==> config.mk <==
export PLATFORM = sky130hd
export DESIGN_NAME = program_sequencer
export DESIGN_NICKNAME = d
export VERILOG_FILES = /design/src/rtl/program_sequencer.sv
export SDC_FILE = /design/constraint.sdc
export NUM_CORES = 1
export LEC_CHECK = 0
export ABC_AREA = 1
export BUFFER_PORTS_ARGS = -buffer_cell sky130_fd_sc_hd__buf_2
export CORE_MARGIN = 1
export CORE_UTILIZATION = 60
export CTS_BUF_LIST = sky130_fd_sc_hd__clkbuf_4
export DETAILED_ROUTE_END_ITERATION = 8
export PLACE_DENSITY = 0.85
export SYNTH_ARGS = -nofsm -noshare
export SYNTH_HDL_FRONTEND = slang
export SYNTH_SLANG_ARGS = --single-unit
export TNS_END_PERCENT = 5
==> constraint.sdc <==
create_clock -name clk -period 3.3 [get_ports clk]
set_clock_uncertainty 0.15 [all_clocks]
set_input_delay 0.165 -clock clk [delete_from_list [all_inputs] [get_ports clk]]
set_output_delay 0.165 -clock clk [all_outputs]
set_load 0.02 [all_outputs]
==> src/rtl/program_sequencer.sv <==
// Instruction fetch and sequencing unit: fetches two-word instructions, resolves
// control flow against a hardware return stack and dispatches ALU/LSU work.
module program_sequencer #(
  parameter int DATA_W      = 8,
  parameter int ADDR_W      = 8,
  parameter int STACK_DEPTH = 4,
  parameter int RESET_ADDR  = 0
) (
  input  logic              clk,
  input  logic              rst_n,
  output logic [ADDR_W-1:0] mem_addr,
  output logic              mem_req,
  input  logic [DATA_W-1:0] mem_rdata,
  input  logic              mem_valid,
  input  logic              cond_flag,
  output logic              alu_valid,
  input  logic              alu_ready,
  output logic              lsu_valid,
  input  logic              lsu_ready,
  output logic [DATA_W-1:0] instr_out,
  output logic [DATA_W-1:0] operand_out,
  output logic [ADDR_W-1:0] pc,
  output logic              fault
);

  localparam int SP_W        = $clog2(STACK_DEPTH + 1);
  localparam int STACK_SLOTS = 1 << SP_W;
  localparam logic [SP_W-1:0] SP_FULL = SP_W'(STACK_DEPTH);

  localparam logic [1:0] CLS_ALU  = 2'b00;
  localparam logic [1:0] CLS_LSU  = 2'b01;
  localparam logic [1:0] CLS_CTRL = 2'b10;

  localparam logic [1:0] SUB_JMP  = 2'b00;
  localparam logic [1:0] SUB_JC   = 2'b01;
  localparam logic [1:0] SUB_CALL = 2'b10;
  localparam logic [1:0] SUB_RET  = 2'b11;

  typedef enum logic [1:0] {
    FETCH_OP,
    FETCH_ARG,
    DISPATCH,
    FAULT
  } state_t;

  state_t            state;
  logic [SP_W-1:0]   sp;
  logic [SP_W-1:0]   sp_top;
  logic [ADDR_W-1:0] stack [STACK_SLOTS];
  logic [ADDR_W-1:0] target;
  logic [ADDR_W-1:0] pc_next;
  logic [1:0]        op_class;
  logic [1:0]        sub;
  logic              push;

  assign op_class = instr_out[DATA_W-1:DATA_W-2];
  assign sub      = instr_out[1:0];
  assign target   = ADDR_W'(operand_out);
  assign pc_next  = pc + ADDR_W'(1);
  assign sp_top   = sp - SP_W'(1);
  assign mem_addr = pc;

  // Gated with rst_n so no request escapes while reset holds the FSM in FETCH_OP.
  assign mem_req  = rst_n && (state == FETCH_OP || state == FETCH_ARG);

  assign push = (state == DISPATCH) && (op_class == CLS_CTRL) &&
                (sub == SUB_CALL) && (sp != SP_FULL);

  always_ff @(posedge clk) begin
    if (push)
      stack[sp] <= pc;
  end

  always_ff @(posedge clk or negedge rst_n) begin
    if (!rst_n) begin
      state       <= FETCH_OP;
      pc          <= ADDR_W'(RESET_ADDR);
      sp          <= '0;
      instr_out   <= '0;
      operand_out <= '0;
      alu_valid   <= 1'b0;
      lsu_valid   <= 1'b0;
      fault       <= 1'b0;
    end else begin
      case (state)
        FETCH_OP: begin
          if (mem_valid) begin
            instr_out <= mem_rdata;
            pc        <= pc_next;
            state     <= FETCH_ARG;
          end
        end
        FETCH_ARG: begin
          if (mem_valid) begin
            operand_out <= mem_rdata;
            pc          <= pc_next;
            alu_valid   <= (op_class == CLS_ALU);
            lsu_valid   <= (op_class == CLS_LSU);
            state       <= DISPATCH;
          end
        end
        DISPATCH: begin
          case (op_class)
            CLS_ALU: begin
              if (alu_ready) begin
                alu_valid <= 1'b0;
                state     <= FETCH_OP;
              end
            end
            CLS_LSU: begin
              if (lsu_ready) begin
                lsu_valid <= 1'b0;
                state     <= FETCH_OP;
              end
            end
            CLS_CTRL: begin
              state <= FETCH_OP;
              case (sub)
                SUB_JMP: pc <= target;
                SUB_JC: begin
                  if (cond_flag)
                    pc <= target;
                end
                SUB_CALL: begin
                  if (sp == SP_FULL) begin
                    fault <= 1'b1;
                    state <= FAULT;
                  end else begin
                    sp <= sp + SP_W'(1);
                    pc <= target;
                  end
                end
                SUB_RET: begin
                  if (sp == '0) begin
                    fault <= 1'b1;
                    state <= FAULT;
                  end else begin
                    sp <= sp_top;
                    pc <= stack[sp_top];
                  end
                end
                default: ;
              endcase
            end
            default: state <= FETCH_OP;
          endcase
        end
        FAULT: state <= FAULT;
        default: state <= FETCH_OP;
      endcase
    end
  end

endmodule

Word level (Yosys, flattened, before mapping) --
Memories as Yosys holds them, arrays and structs flattened. Index checks and enable logic that the tools add are counted.
Word-level totals: register bits 32, memories 1, output and inout port bits 36, logic and storage cells 92, bits of input ports 14, bits in latches 0, ROM bits 0, RAM bits 64
Memories:
- stack | depth 8, bits a word 8, rd ports 1, clocked after Yosys merged registers in 0, write ports 1, RTL line 49 | logic [ADDR_W-1:0] stack [STACK_SLOTS];
Operators by class: equality and inequality tests 27, $lt $le $gt $ge 0, divide/modulo/power cells 0, $add $sub $neg 3, shifts and indexed selects 0, muxes and demuxes 32, multiply operators 0, bitwise gates (word level) 0, reductions and logical operators 21
Operators with widths (count):
- two-way mux 8 bit | 5
- case mux 8 bit (4 select lines) | 1
- != test 3 bit, second input constant | 6
- case mux 8 bit (2 select lines) | 1
- != test 2 bit, second input constant | 7
- two-way mux 2 bit | 6
- AND reduction 4 bit | 3
- equality test 2 bit, second input constant | 5
- two-way mux 1 bit | 10
- != test 2 x 1 -> 1 bit, second input constant | 5
- AND reduction 5 bit | 2
- adder 8 x 1 -> 8 bit, second input constant | 1
- case mux 2 bit (4 select lines) | 1
- equality test 2 x 1 -> 1 bit, second input constant | 3
- zero test 2 bit | 3
- two-way mux 3 bit | 2
- case mux 1 bit (2 select lines) | 3
- case mux 2 bit (3 select lines) | 1
- case mux 3 bit (2 select lines) | 1
- AND reduction 6 bit | 1
- nonzero test 2 bit | 3
- logical AND 1 bit | 4
- case mux 2 bit (2 select lines) | 1
- AND reduction 2 bit | 2
- 6 further kinds | 6

Depth between registers and ports, before layout --
depth after elaboration 6, gate-level depth with buffers 12, gate-level depth less buffers 10

Worst setup path after synthesis --
OpenSTA, ideal clock, no wires.
kind register to register, start point register sp[0], end point memory stack[2][0], enable pin, period minus slack after synthesis 2.461 ns, data required time 2.767 ns, path slack 0.839 ns, setup time 0.383 ns, cell stages (with the launch flop) 10, buffers on the path 2, data arrival time 1.928 ns, cells stage by stage dfrtp_1 -> inv_2 -> buf_2 -> buf_4 -> ha_1 -> nand2_1 -> nand2_1 -> nor2_1 -> nand2_1 -> nor3_1
On the way: longest elaborated chain between the ends 4
RTL lines:
- start: declaration | RTL line 47 | logic [SP_W-1:0] sp;
- start signal: assignment | RTL line 129 | sp <= sp + SP_W'(1);
- start signal: assignment | RTL line 138 | sp <= sp_top;
- != test 3 bit | RTL line 67 | (sub == SUB_CALL) && (sp != SP_FULL);
- logical AND 1 bit | RTL line 67
- two-way mux 1 bit | RTL line 70 | if (push)
- two-way mux 1 bit (implied by the code) | RTL line 71 | stack[sp] <= pc;
- end: declaration | RTL line 49
Several ways; a longest one is shown, not always the timed one.

Final worst setup path --
start point register sp[1], end point memory stack[4][1], enable pin
Same word-level chain as after synthesis.

==> flow_metrics.env <==
export IMPL_run_status="finished clean"
export IMPL_drive_gt1_frac=0.187
export IMPL_fin_ws_ns=0.939
export IMPL_port_buffers=49
export IMPL_vias=3532
export IMPL_antenna_left=0
export IMPL_drt_met1_wl_um=4360
export IMPL_p_sw_mw=2.10
export IMPL_start_util=0.617
export IMPL_hold_class="input pin to async pin"
export IMPL_first_pass_iters=8
export IMPL_multi_input_area_um2=1410
export IMPL_ir_drop_mv=0.551
export IMPL_ys_async_sr_fraction=0.333
export IMPL_worstSetupStartpointType="register"
export IMPL_crit_required_ns=3.33
export IMPL_finalMaxSlewViolations=0
export IMPL_cp_max_fo=8
export IMPL_yosys_top_cells_area="edfxtp_1 43%, dfrtp_1 18%, nand2_1 9.3%"
export IMPL_grt_pass1_wl_um=16600
export IMPL_ys_types=32
export IMPL_gp_congestion=0.980
export IMPL_seq_power_share=0.437
export IMPL_setup_viol=0
export IMPL_postRouteWirelength_um=10600
export IMPL_die_w_um=88.1
export IMPL_clk_pin_slew_ns=0.16
export IMPL_max_slew_margin=0.498
export IMPL_path_class="register to register"
export IMPL_synth_top_cell_area_share=0.432
export IMPL_fp_coreArea_um2=7210
export IMPL_synth_edff_count=64
export IMPL_finalCritPeriodShare=0.715
export IMPL_synth_area_leader_cell="edfxtp_1"
export IMPL_rr_startpoint="sp[1]"
export IMPL_grt_start_max_net_pins=41
export IMPL_fin_crit_ns=2.36
export IMPL_leakage_nw=2.18
export IMPL_top_layer_used="met4"
export IMPL_drt_initial_drc_count=367
export IMPL_worst_setup_path_end_kind="register"
export IMPL_cts_tree="done"
export IMPL_track_usage=0.296
export IMPL_intPower_mw=2.35
export IMPL_wl_met2_um=5090
export IMPL_fmax_mhz=424
export IMPL_tightest_slew_ns=0.753
export IMPL_slowest_stage="dfrtp_1"
export IMPL_hold_viol=0
export IMPL_fin_setup_tns_ns=0
export IMPL_seq_area_um2=2720
export IMPL_p_per_area_nw_per_um2=891
export IMPL_synth_seq_cells=96
export IMPL_area_delta_synth_final_pct=12.3
export IMPL_clock_latency_ns=0.45
export IMPL_synth_flop_cell="edfxtp_1"
export IMPL_finalNetCount=532
export IMPL_synth_nets=474
export IMPL_cp_slowest_stage_delay_ns=0.47
export IMPL_sw_frac_of_total=0.473
export IMPL_dieArea_um2=7760
export IMPL_crit_chain="inv_1 > ha_1 > nand2_1 > nand2_1 > nor2_1 > nand2_1 > nor3_1 > buf_4"
export IMPL_setup_worst_path_start="sp[1]"
export IMPL_comb_power_share=0.429
export IMPL_routed_via_density=5.72
export IMPL_cap_violations=0
export IMPL_place_ws_ns=1.08
export IMPL_syn_avg_cell_area_um2=9.76
export IMPL_synth_most_common_cell="nand2_1"
export IMPL_rsz0062_at_grt="false"
export IMPL_synth_area_um2=4450
export IMPL_wl_per_cell_um=17.1
export IMPL_dp_hpwl_um=6940
export IMPL_die_h_um=88.1
export IMPL_rows=31
export IMPL_finalPower_mw=4.45
export IMPL_fillerInstances=546
export IMPL_antenna_found_initial=0
export IMPL_drcViolationCount=0
export IMPL_dr_wl_met3_um=900
export IMPL_synth_cells=456
export IMPL_cts_sinks=96
export IMPL_overflow=0
export IMPL_critPathArrivalTime_ns=2.39
export IMPL_cts_made_buffers=9
export IMPL_ys_warn_count=0
export IMPL_cts_root_buf="clkbuf_4"
export IMPL_seq_area_frac_synth=0.612
export IMPL_first_global_vias=3265
export IMPL_power_share_clock=0.134
export IMPL_cpMostUsedCell="nand2_1"
export IMPL_ios=50
export IMPL_htreeDepth=3
export IMPL_post_cts_resized=0
export IMPL_ctsLongestPathBuffers=2
export IMPL_diodes=0
export IMPL_r2r_setup_slack_ns=0.94
export IMPL_netlist_top_cells_count="110 x nand2_1, 64 x edfxtp_1, 46 x o21ai_0, 43 x nor2_1, 38 x inv_1"
-- power by group through the flow --
stage	clock network (mW)	registers (mW)	logic [mW]
global route	0.651	1.98	2.10
global placement	0	1.94	1.81
CTS	0.599	1.93	1.88
floorplan	0	2.01	1.26
finish	0.599	1.95	1.91
detailed placement	0	1.96	1.86
-- cell families after synthesis --
logic type / share of synthesized area
AO/OA/AOI/OAI: 0.0846
XOR/XNOR: 0.00984
adder cells (fa/ha/maj): 0.0112
buffers and inverters: 0.0717
flip-flops: 0.612
AND/OR/NAND/NOR: 0.211
-- sequential cells by signal (all words and copies together), names as in the netlist --
signal       flops
fault            1
instr_out        8
sp               3
operand_out      8
stack           64
lsu_valid        1
alu_valid        1
state            2
mem_addr         8
-- routing by layer --
layer,vias up,global-route usage
met1,1672,0.409
met5,-,0
met3,25,0.0537
met4,0,0.122
li1,1626,-
met2,209,0.467
-- metrics by stage --
stage	std cells	hold WS, ns	instance area [um^2]	utilization
2_1_floorplan	456	-0.281	4450	-
3_3_place_gp	590	0.120	4740	0.658
3_5_place_dp	590	0.126	4740	0.658
4_1_cts	618	0.153	5000	0.693
5_1_grt	618	0.212	5000	0.693
6_report	618	0.142	5000	0.693
-- area by class of cell --
class	instances	area share
well taps	99	0.0248
clock inverters	7	0.0133
flip-flops and latches	96	0.545
inverters	42	0.0325
multi-input cells	293	0.282
repair buffers	72	0.0896
clock buffers	9	0.0135
-- cell usage in the layout, fill, tap and decap left out, types with 2 or more instances in the layout --
cell | synthesis | final
nand2_4 | 3 | 3
dlygate4sd3_1 | 0 | 12
nand3b_1 | 2 | 2
buf_2 | 8 | 49
xnor2_1 | 2 | 2
nand2_1 | 110 | 110
nor2_1 | 43 | 43
nand3_1 | 35 | 35
o21ai_1 | 2 | 2
inv_6 | 0 | 2
a21oi_1 | 15 | 15
ha_1 | 4 | 4
inv_2 | 3 | 3
dfrtp_1 | 32 | 32
clkinv_4 | 1 | 2
inv_1 | 38 | 38
o22ai_1 | 3 | 3
nor3_1 | 9 | 9
nor2_2 | 7 | 7
clkbuf_4 | 0 | 9
o21ai_0 | 46 | 46
xor2_1 | 3 | 3
edfxtp_1 | 64 | 64
buf_4 | 10 | 11
-- worst max-delay path: cells and delay by family (launching register included) --
| kind | cells | cell delay, ns |
|---|---|---|
| simple gates | 5 | 0.79 |
| flops | 1 | 0.47 |
| buf+inv | 2 | 0.40 |
| fa+ha+maj | 1 | 0.26 |
-- worst paths after layout --
check,to,cells after the start
max in group asynchronous,sp[0],2
hold / removal,instr_out[0],2
hold reg to reg,fault,2
setup / recovery,stack[4][1],8
min in group clk,mem_addr[1],6
setup reg to reg,stack[4][1],8
-- repair_timing --
action                    4_1_cts  5_1_grt
setup buffers                   0        0
hold buffers                   12        0
hold endpoints to repair       52        0
Power figures use the tool's default switching activity.
